`src/rtl/pipe_skid_stage.sv`:
```
// Elastic pipeline-stage register with a 2-entry skid buffer, synchronous flush,
// optional bubble data gating and saturating bubble/stall counters.
//
// state   | meaning
// --------+-----------------------------------------------
// S_EMPTY | nothing held; out_valid=0, in_ready=1
// S_ONE   | main entry valid; skid empty; in_ready=1
// S_FULL  | main and skid entries valid; in_ready=0
module pipe_skid_stage #(
   parameter int DATA_W       = 71,
   parameter bit GATE_BUBBLES = 1'b1,
   parameter int CNT_W        = 16
) (
   input  logic              clk,
   input  logic              reset,
   input  logic              flush,
   input  logic              in_valid,
   output logic              in_ready,
   input  logic [DATA_W-1:0] in_data,
   output logic              out_valid,
   input  logic              out_ready,
   output logic [DATA_W-1:0] out_data,
   output logic [CNT_W-1:0]  bubble_cnt,
   output logic [CNT_W-1:0]  stall_cnt
);

   // bit 0 is main_valid, bit 1 is skid_valid
   localparam logic [1:0] S_EMPTY = 2'b00;
   localparam logic [1:0] S_ONE   = 2'b01;
   localparam logic [1:0] S_FULL  = 2'b11;

   localparam logic [CNT_W-1:0] CNT_MAX = '1;

   logic [1:0]        state, state_nxt;
   logic [DATA_W-1:0] main_data, main_nxt;
   logic [DATA_W-1:0] skid_data, skid_nxt;
   logic              ready_q;
   logic              accept, fire;

   assign in_ready  = ready_q;
   assign out_valid = state[0];
   assign out_data  = main_data;
   assign accept    = in_valid & ready_q;
   assign fire      = state[0] & out_ready;

   always_comb begin
      state_nxt = state;
      main_nxt  = main_data;
      skid_nxt  = skid_data;
      case (state)
         S_EMPTY: begin
            if (accept) begin
               state_nxt = S_ONE;
               main_nxt  = in_data;
            end else if (!GATE_BUBBLES) begin
               main_nxt  = in_data;
            end
         end
         S_ONE: begin
            if (accept && fire) begin
               main_nxt  = in_data;
            end else if (accept) begin
               state_nxt = S_FULL;
               skid_nxt  = in_data;
            end else if (fire) begin
               state_nxt = S_EMPTY;
            end
         end
         S_FULL: begin
            if (fire) begin
               state_nxt = S_ONE;
               main_nxt  = skid_data;
            end
         end
         default: state_nxt = S_EMPTY;
      endcase
      // flush discards everything in flight but leaves the data registers alone
      if (flush) begin
         state_nxt = S_EMPTY;
         main_nxt  = main_data;
         skid_nxt  = skid_data;
      end
   end

   always_ff @(posedge clk or posedge reset) begin
      if (reset) begin
         state     <= S_EMPTY;
         main_data <= '0;
         skid_data <= '0;
         ready_q   <= 1'b1;
      end else begin
         state     <= state_nxt;
         main_data <= main_nxt;
         skid_data <= skid_nxt;
         ready_q   <= ~state_nxt[1];
      end
   end

   always_ff @(posedge clk or posedge reset) begin
      if (reset) begin
         bubble_cnt <= '0;
         stall_cnt  <= '0;
      end else begin
         if (!state[0] && bubble_cnt != CNT_MAX)
            bubble_cnt <= bubble_cnt + 1'b1;
         if (state[0] && !out_ready && stall_cnt != CNT_MAX)
            stall_cnt <= stall_cnt + 1'b1;
      end
   end

endmodule

```
`config.mk`:
```
export PLATFORM = sky130hd
export DESIGN_NAME = pipe_skid_stage
export DESIGN_NICKNAME = d
export VERILOG_FILES = /design/src/rtl/pipe_skid_stage.sv
export SDC_FILE = /design/constraint.sdc
export NUM_CORES = 1
export LEC_CHECK = 0
export CORE_MARGIN = 1
export CORE_UTILIZATION = 54
export CTS_CLUSTER_DIAMETER = 30
export DETAILED_ROUTE_END_ITERATION = 6
export PLACE_DENSITY = 0.87
export SLEW_MARGIN = 5
export SYNTH_ARGS = -nofsm -noshare
export SYNTH_HDL_FRONTEND = slang
export SYNTH_SLANG_ARGS = --single-unit
```
`constraint.sdc`:
```
create_clock -name clk -period 17.4 [get_ports clk]
set_input_delay 3.48 -clock clk [delete_from_list [all_inputs] [get_ports clk]]
set_output_delay 3.48 -clock clk [all_outputs]
set_load 0.01 [all_outputs]
```
==> out/results.txt, run 1 <==
Of the total power, combinational logic draws 21.9%. The placement-stage cell area is 9490 um^2, and the number of synthesized flops with an enable pin is 0. Dividing the synthesized area by the synthesized cell count gives 12.3 um^2. The peak supply drop is 78.2 uV. During I/O placement, the number of pins put on the boundary was 181. The count of warnings emitted by yosys is 0.

The final estimated routing congestion in global placement is 0.855, and the number of detailed-routing iterations run before antenna repair is 4. Counting flops with an async set or reset pin after synthesis yields a share of 100%. The floorplan step defined a die boundary enclosing 14500 um^2. Buffers placed on the I/O ports in this run total 180. In this run the critical register-to-register path is launched from state[0]. For the pin with the worst max-slew slack, the measured transition is 1240 ps.

Dividing the detail-routed wire length by the instance count gives 17.0 um. The worst setup path is captured at a flop. Across the run, the number of max-cap violations was 0. The cell depth of the worst min-delay path was 1. After detailed routing, the number of vias per cell comes to 5.54. The logic depth of the worst register-to-register path was 5.

For the worst-skew pair, the clock arrives at the later sink with an insertion delay of 420 ps. In this run the deepest clock path goes through 2 buffers. met2 is the most crowded layer. Maximum number of pins on one net before global-route repair: 127. For this design the total switching power over the nets is 326 uW. The aggregate routed wire length is 16.6 mm, and the cell-internal power is 865 uW. For the initial antenna violation count, the log shows 0.

The capture endpoint of the worst hold path is skid_data[59]. Counting every instance in the synthesized netlist gives 618. The largest fanout on the critical path works out to 126. STA classifies the critical path startpoint as an input pin.

The run gives 14370 ps as the internal reg-to-reg setup slack. Critical setup path kind: input pin to flop. The layout overhead on the synthesized area works out to 32.5%. Power comes to 1.19 mW.

Arrival time at the worst endpoint: 6320 ps. Per report_power, the sequential group accounts for 47.4% of the total. The tools report the relative slew slack as 17.5%. The root buffer cell chosen for the clock tree is sky130_fd_sc_hd__clkbuf_16. TritonCTS built the clock tree. The top cell types in the final layout, fill and taps aside, are 180 x sky130_fd_sc_hd__clkdlybuf4s50_1, 176 x sky130_fd_sc_hd__dfrtp_1, 84 x sky130_fd_sc_hd__nor2_1, 76 x sky130_fd_sc_hd__a21oi_1, 71 x sky130_fd_sc_hd__mux2i_1. From bottom edge to top edge, the die measures 121 um. For the number of buffers inserted by post-CTS setup repair, the log shows 0. The run gives 17740 ps as the data required time of the worst path. The HPWL after detailed placement is 10.9 mm. Post-CTS repair changed the size of 0 cells. For the unique cell type count in the Yosys netlist, the log shows 41. Wire length of the first global-routing pass: 27.2 mm.

Main flop type after synthesis: sky130_fd_sc_hd__dfrtp_1. The logs give 177 for the count of clock tree sinks and 5421 for the total vias in the final route. The tools report the share of the yosys chip area belonging to registers as 58.4%. In the final layout, the share of cells above drive strength 1 is 14.3%. In this run the power density over the cells is 118 nW/um^2.

The endpoint identified for the worst register-to-register timing path is out_data[8]. Post-route standard cell area excluding fillers: 10100 um^2. In this run the remaining antenna-violating nets after routing total 0.

For this run, the total global-route usage over all layers was measured as 24.2%. Number of cell rows: 42. The number of nets in the layout was 867.

The H-tree depth was 4. The tools report the via count of the first global-routing pass as 5474. For the net count after synthesis, the log shows 696. In this run, CTS created clock tree buffers numbering 17. The clock skew was 6.97 ps. The die is 121 um wide. Summed over all layers, the global routing overflow is 0. Most common cell after layout, fill and taps aside: sky130_fd_sc_hd__clkdlybuf4s50_1.

0 antenna diodes ended up in the layout. Setup violations remaining at the end of the flow were counted as 0. The final number of max-transition violations came out at 0. The fmax is 167 MHz.

The tools report the count of endpoints failing hold in the final timing report as 0. The synthesized design contains 177 register bits. The flow ran to the end, and the final reports show no timing, DRC or antenna violations.

The netlist area before placement is 7590 um^2, and the global-route met2 utilization is 38.5%. The worst hold path begins at skid_data[59]. Global routing used 32.2% of the available met1 tracks.

After the first detailed-routing iteration, the DRC count stood at 363. The final critical path time including I/O delays and setup was 5980 ps; the share of total power consumed by net switching was 27.4%. The initial utilization of the core area, before any placement, comes to 56.4%.

The ratio of final minimum period to clock period works out to 34.3%. For the core area, the log shows 13500 um^2. In the routed design, unresolved DRC markers number 0. Global routing used 6.32% of the available met3 tracks. After clock tree synthesis, the clock-pin slew on the worst setup and hold paths is 60 ps. The tools report the final total negative setup slack as 0 ps. Setup repair after global routing left no endpoint under its margin. The worst hold path belongs to the class flop to flop.

For this design the static power due to leakage is 4.70 nW. The run gives 30.8% as the relative contribution of the clock network to total power. Hold repair after CTS inserted 0 buffers.
sequential cells by signal (all words and copies together), names as in the netlist:
register / count
stall_cnt: 16
in_ready: 1
skid_data: 71
out_data: 71
bubble_cnt: 16
state: 2
cell type report:
class | instances | area, um^2
clock inverters | 15 | 144
fillers | 877 | 3400
clock buffers | 17 | 425
inverters | 6 | 27.5
flip-flops and latches | 177 | 4430
repair buffers | 184 | 1830
multi-input cells | 403 | 2980
well taps | 176 | 220
cell families after synthesis:
family,synth area share [%]
AOI/OAI and AO/OA,5.82
DFF,58.4
and+or+nand+nor,9.61
muxes,20.5
buffers and inverters,2.62
adders and majority gates,0.330
xor gates and xnor gates,2.77
worst max-delay path by stage:
| stage | start | end | slack (ps) | cells after the start |
|---|---|---|---|---|
| floorplan | reset | bubble_cnt[0] | 9120 | 1 |
| global placement | out_ready | out_data[27] | 11240 | 6 |
| detailed placement | out_ready | out_data[8] | 11080 | 6 |
| CTS | out_ready | out_data[8] | 11520 | 6 |
| global route | out_ready | out_data[8] | 11230 | 6 |
| finish | out_ready | out_data[8] | 11420 | 6 |
layer usage:
layer	part of all wire (%)	wire, um	vias up
met5	0	0	-
met2	49	8110	165
met3	5.5	920	24
met4	1.7	276	0
li1	-	-	2521
met1	44	7310	2711
through the flow:
step	hold WS (ps)	worst slack, ps	instances	utilization (%)
4_1_cts	493	11520	978	74.7
2_1_floorplan	457	9120	618	-
3_5_place_dp	479	11080	946	70.5
5_1_grt	514	11230	978	74.7
3_3_place_gp	469	11240	946	70.5
6_report	488	11420	978	74.7
synth_stat cells (all sizes together) (2+ instances only):
master | number | share of area [%]
buf | 30 | 2.2
mux2i | 71 | 9.4
nor2 | 84 | 4.2
nand4 | 8 | 0.66
nor4 | 8 | 1.1
nand3 | 9 | 0.59
inv | 6 | 0.30
dfrtp | 176 | 58
nand4b | 2 | 0.23
and4b | 2 | 0.26
mux2 | 75 | 11
xor2 | 17 | 2.0
a31oi | 2 | 0.16
xnor2 | 7 | 0.81
clkbuf | 2 | 0.099
ha | 2 | 0.33
and4 | 3 | 0.35
nor4b | 2 | 0.23
a21oi | 76 | 5.0
nor3 | 8 | 0.59
nand2 | 14 | 0.69
power groups by stage:
| stage | registers, mW | clock network [mW] | logic [mW] |
|---|---|---|---|
| floorplan | 0.574 | 0 | 0.110 |
| global placement | 0.563 | 0 | 0.251 |
| detailed placement | 0.569 | 0 | 0.261 |
| CTS | 0.563 | 0.373 | 0.263 |
| global route | 0.575 | 0.392 | 0.282 |
| finish | 0.564 | 0.366 | 0.260 |
critical path, cell delays in order:
cell                              delay, ps
sky130_fd_sc_hd__clkdlybuf4s50_1        510
sky130_fd_sc_hd__nor2b_1                120
sky130_fd_sc_hd__a2111oi_4              770
sky130_fd_sc_hd__buf_4                 1010
sky130_fd_sc_hd__nor2_1                 120
sky130_fd_sc_hd__a21oi_1                170
Note: power is estimated with default switching activity, not from simulation.
==> inputs of run 2 (changes only) <==
CORE_UTILIZATION = 50   (was 54)
PLACE_DENSITY = 0.81   (was 0.87)
clock period = 6 ns   (was 17.4 ns; I/O delays follow)
==> out/results.txt, run 2 (synthesized netlist as in run 1, its figures left out) <==
The tools report the relative contribution of the clock network to total power as 30.6% (-0.2 points). The slowest stage cell on the critical path was sky130_fd_sc_hd__buf_4. Core area: 14700 um^2 (+9.3%). The number of nets in the layout was 867 (unchanged); the number of hold buffers added after CTS was 0 (unchanged). The tools report the maximum number of pins on one net before global-route repair as 178 (+40%). The area of the die is 15700 um^2 (+7.9%).

Wire length of the first global-routing pass: 27.3 mm (+0.36%). The clock skew was 6.67 ps (-0.296 ps). The worst slack after detailed placement was 2440 ps (-8640 ps). The number of cell rows is 44 (+4.8%), and the number of instances resized during post-cts repair is 0 (unchanged). TritonCTS built the clock tree. For the data required time of the worst path, the log shows 6300 ps (-11440 ps).

The cell-internal power came out at 2.51 mW (+190%). The delay of the slowest cell on the worst path was 740 ps (-270 ps). For the combinational share of power, the log shows 21.9% (about the same). The run gives 10.6 mm (-2.2%) as the half-perimeter wire length after placement. The area growth from synthesis to layout is 32.9%. The number of routed nets with antenna violations is 0 (unchanged). The number of CTS-inserted buffers is 17 (unchanged), and the post-detailed-route via-to-cell ratio is 5.38 (-2.9%). The count of endpoints failing hold in the final timing report is 0 (unchanged). The most common cell after layout, fill and taps aside was sky130_fd_sc_hd__clkdlybuf4s50_1.

The overall routing resource usage came out at 21.9% (-2.3 points). The tools report the aggregate routed wire length as 16.2 mm (-2.4%). The number of setup violations in the final report was 0 (unchanged). Final estimated routing congestion in global placement: 0.811 (-5.2%).

The fmax came out at 316 MHz. The run finished, with violations left. Leaving out fill and tap cells, the most frequent cells in the layout are 180 x sky130_fd_sc_hd__clkdlybuf4s50_1, 176 x sky130_fd_sc_hd__dfrtp_1, 84 x sky130_fd_sc_hd__nor2_1, 76 x sky130_fd_sc_hd__a21oi_1, 71 x sky130_fd_sc_hd__mux2i_1. For the number of detailed-routing iterations run before antenna repair, the log shows 6 (+2). The number of input and output port buffers inserted came out at 180 (unchanged). The worst setup path is captured at a flop. The insertion delay of the later-clocked pin in the worst-skew pair was 420 ps (about the same); the peak supply drop was 176 uV (+120%).

Dividing the final minimum period by the clock period gives 52.7%. The relative slew slack is 37.5% (+20 points). The total power per unit cell area works out to 340 nW/um^2 (+190%). The number of placed I/O pins was 181 (unchanged).

The path class of the tightest hold or removal check is flop to flop. The layout cell share with drive strength beyond 1 was 14.1% (-0.23 points). Setup repair after global routing left no endpoint under its margin. The run gives 51.6% (-4.8 points) as the effective utilization at floorplan. The clock transition at the registers of the reported paths was 60 ps (about the same). The final routed DRC violation total was 24 (+24). Walking the worst path, the cells encountered are clkdlybuf4s50_1 -> nand2b_1 -> nor3_4 -> buf_4 -> mux2_2. The final total negative setup slack is 0 ps (unchanged), and the power share of the sequential group is 47.5% (about the same).

In this design, the largest share of critical-path delay is due to buffers and inverters. Number of buffers inserted by post-CTS setup repair: 0 (unchanged). The final critical path time including I/O delays and setup was 3160 ps. The tools report the initial antenna violation count as 0 (unchanged).

CTS placed an instance of sky130_fd_sc_hd__clkbuf_16 at the clock tree root. The average wire length per cell after detail routing is 16.5 um (-3.1%), and the largest fanout on the critical path is 71 (-44%). The slew at the pin closest to its max-slew limit was 937 ps (-301 ps); the slack of the critical path was 2840 ps (-8580 ps).

The number of antenna diodes is 0 (unchanged), and the final number of max-transition violations is 0 (unchanged). The arrival time at the worst endpoint was 3460 ps (-2860 ps); the via count of the first global-routing pass was 5389 (-1.6%). The checks that failed: design-rule violations. The floorplan die height works out to 125 um (+3.9%). For the clock tree buffer depth, the log shows 2 (unchanged). For the DRC violation total after the first TritonRoute iteration, the log shows 377 (+3.9%).

The total vias in the final route was 5300 (-2.2%). The logs give 4 (unchanged) for the H-tree depth and 921 uW (+180%) for the reported net switching power. The leakage power total was 4.70 nW (about the same). The number of buffer and inverter instances along the worst setup path was 2 (unchanged); the die extent in x was 125 um (+3.9%). The count of clock tree sinks came out at 177 (unchanged).

STA classifies the critical path startpoint as an input pin. The total of fill cells in the finished design is 1038 (+18%). Critical setup path kind: input pin to flop. The share of total power consumed by net switching was 26.8% (-0.55 points). The number of maximum-capacitance violations was 0 (unchanged).

The total congestion overflow was 0 (unchanged).
-- run 2: stage by stage --
stage                     hold WS, ps  util [%]  power (mW)  std cells  instance area [um^2]
after floorplan                   457         -        1.98        618                  7590
after global placement            468      64.8        2.36        954                  9520
after detailed placement          479      64.8        2.41        954                  9520
after CTS                         497      68.6        3.47        985                 10100
after global routing              513      68.6        3.61        985                 10100
final                             494      68.6        3.43        985                 10100
-- run 2: worst paths after layout --
| kind | start | endpoint | slack (ps) | cells after the start |
|---|---|---|---|---|
| max | out_ready | skid_data[13] | 2840 | 5 |
| min | skid_data[59] | skid_data[59] | 490 | 1 |
| max reg2reg | state[0] | skid_data[13] | 3570 | 4 |
| min reg2reg | skid_data[59] | skid_data[59] | 490 | 1 |
| max in group asynchronous | reset | bubble_cnt[11] | 3930 | 3 |
| min in group asynchronous | reset | out_data[53] | 1420 | 3 |
-- run 2: per-layer routing --
| metal | vias to the layer above | share of wire, % | GRT usage, % |
|---|---|---|---|
| li1 | 2513 | - | - |
| met5 | - | 0 | 0 |
| met2 | 134 | 51 | 36.6 |
| met4 | 0 | 1.9 | 8.90 |
| met1 | 2629 | 43 | 27.7 |
| met3 | 24 | 4.1 | 4.84 |
-- run 2: power groups by stage --
stage / clock (mW) / combinational [mW] / sequential [mW]
after floorplan: 0 / 0.319 / 1.67
after global placement: 0 / 0.728 / 1.63
after detailed placement: 0 / 0.759 / 1.65
after CTS: 1.08 / 0.763 / 1.63
after global routing: 1.13 / 0.817 / 1.66
final: 1.05 / 0.751 / 1.63
-- run 2: worst register-to-register path: cells and delay by family (launching register included) --
| family | cells | cell delay, ps |
|---|---|---|
| buffers and inverters | 1 | 740 |
| and+or+nand+nor | 2 | 560 |
| muxes | 1 | 480 |
| DFF | 1 | 530 |
-- run 2: area by class of cell --
class	count	area [um^2]	area share [%]
clock buffers	22	484	4.80
clock inverters	9	82.6	0.819
inverters	6	26.3	0.261
multi-input cells	403	2980	29.5
flip-flops and latches	177	4430	43.9
well taps	184	230	2.28
repair buffers	184	1860	18.4
==> RTL change (flow settings as in run 1) <==
`skid_data` no longer has a reset.
--- a/src/rtl/pipe_skid_stage.sv
+++ b/src/rtl/pipe_skid_stage.sv
@@ -86,14 +86,16 @@
       if (reset) begin
          state     <= S_EMPTY;
          main_data <= '0;
-         skid_data <= '0;
          ready_q   <= 1'b1;
       end else begin
          state     <= state_nxt;
          main_data <= main_nxt;
-         skid_data <= skid_nxt;
          ready_q   <= ~state_nxt[1];
       end
+   end
+
+   always_ff @(posedge clk) begin
+      skid_data <= skid_nxt;
    end
 
    always_ff @(posedge clk or posedge reset) begin
Behaviour: same outputs for any inputs over 4 cycles, from zero or initial values and one cycle with reset high; that may be too few to reach the edited logic, so the function may still have changed.
==> RTL change against run 1 <==
Sequential cell count stayed put. Critical path depth up 1. Combinational power fell by 18%. Synthesized area shrank 7.1%. Setup slack better by 0.25 ns. Wire length is 4.6% lower. Design area is 4.4% lower. Global-route usage up 0.66 points. Total power fell by 5.6%.
==> RTL change: results (changes against run 1) <==
----------------------------------------------------
[Final layout]
  Repair and plain buffers ... 185 (was 184)
  Growth of design area from synthesis to finish ... 36.2% (was 32.5%)
  Fraction of area in non-clock buffers ... 19.1% (was 18.2%)
  Fraction of layout instances using a drive strength above 1 ... 5.94% (was 14.3%)
  Clock tree cell share of total cell area ... 6.28% (was 5.66%)
  Multi-input combinational area share ... 22.3% (was 29.6%)
  Non-clock inverter count in the final layout ... 5 (was 6)
  Layout clock buffers ... 26 (was 17)
  Post-route standard cell area excluding fillers ... 0.00961 mm^2 (was 0.0101 mm^2)
  Fill cell count ... 847 (was 877)
  Multi-input gates ... 325 (was 403)

[Global route]
  Global-route wire length before repair ... 24.9 mm (was 27.2 mm)

[Run status]
  Status ... finished, final reports clean (unchanged)

[Placement]
  Pre-CTS WS ... 11.36 ns (was 11.08 ns)
  Placer congestion estimate ... 0.846 (was 0.855)
  Dpl cells ... 864 (was 946)
  Detailed placer's ending HPWL ... 10.7 mm (was 10.9 mm)
  Post-Place Cell Area ... 0.00901 mm^2 (was 0.00949 mm^2)

[Synthesis]
  Area share of xor/xnor cells in the synthesized design ... 3.73% (was 2.77%)
  Area share of fa/ha/maj cells after synthesis ... 0.355% (was 0.330%)
  Count of flip-flops with a built-in enable after synthesis ... 71 (was 0)
  Nets in the synthesized netlist ... 610 (was 696)

[Detailed routing]
  Initial detailed-routing violation count ... 279 (was 363)
  Met3 routed WL ... 945 um (was 920 um)

[Setup path]
  Maximum fanout encountered on the critical timing path ... 100 (was 126)
  Longest individual stage delay on the worst path ... 0.80 ns (was 1.01 ns)
  Data arrival time of the critical path ... 6.06 ns (was 6.32 ns)

[Power]
  Sequential Power Share ... 46.5% (was 47.4%)
  Leak ... 4.15 nW (was 4.70 nW)
  Worst VDD drop ... 0.100 mV (was 0.0782 mV)

----------------------------------------------------
## RTL change: routing by layer
metal,vias up,track usage (%)
li1,2274,-
met1,2388,29.5
met2,155,41.8
met3,41,8.04
met4,0,10.5
met5,-,0
## RTL change: path summary, 6_finish.rpt
kind                                           start                         to  slack, ns  depth (start not counted)
max                                        out_ready    out_data[0]$_DFFE_PP0P_      11.67                          7
min                        stall_cnt[15]$_DFFE_PP0P_  stall_cnt[15]$_DFFE_PP0P_       0.51                          1
max reg2reg                     state[0]$_DFFE_PP0P_    out_data[0]$_DFFE_PP0P_      14.66                          6
min reg2reg                stall_cnt[15]$_DFFE_PP0P_  stall_cnt[15]$_DFFE_PP0P_       0.51                          1
max in group asynchronous                      reset   out_data[36]$_DFFE_PP0P_      12.66                          3
min in group asynchronous                      reset  stall_cnt[11]$_DFFE_PP0P_       3.40                          2
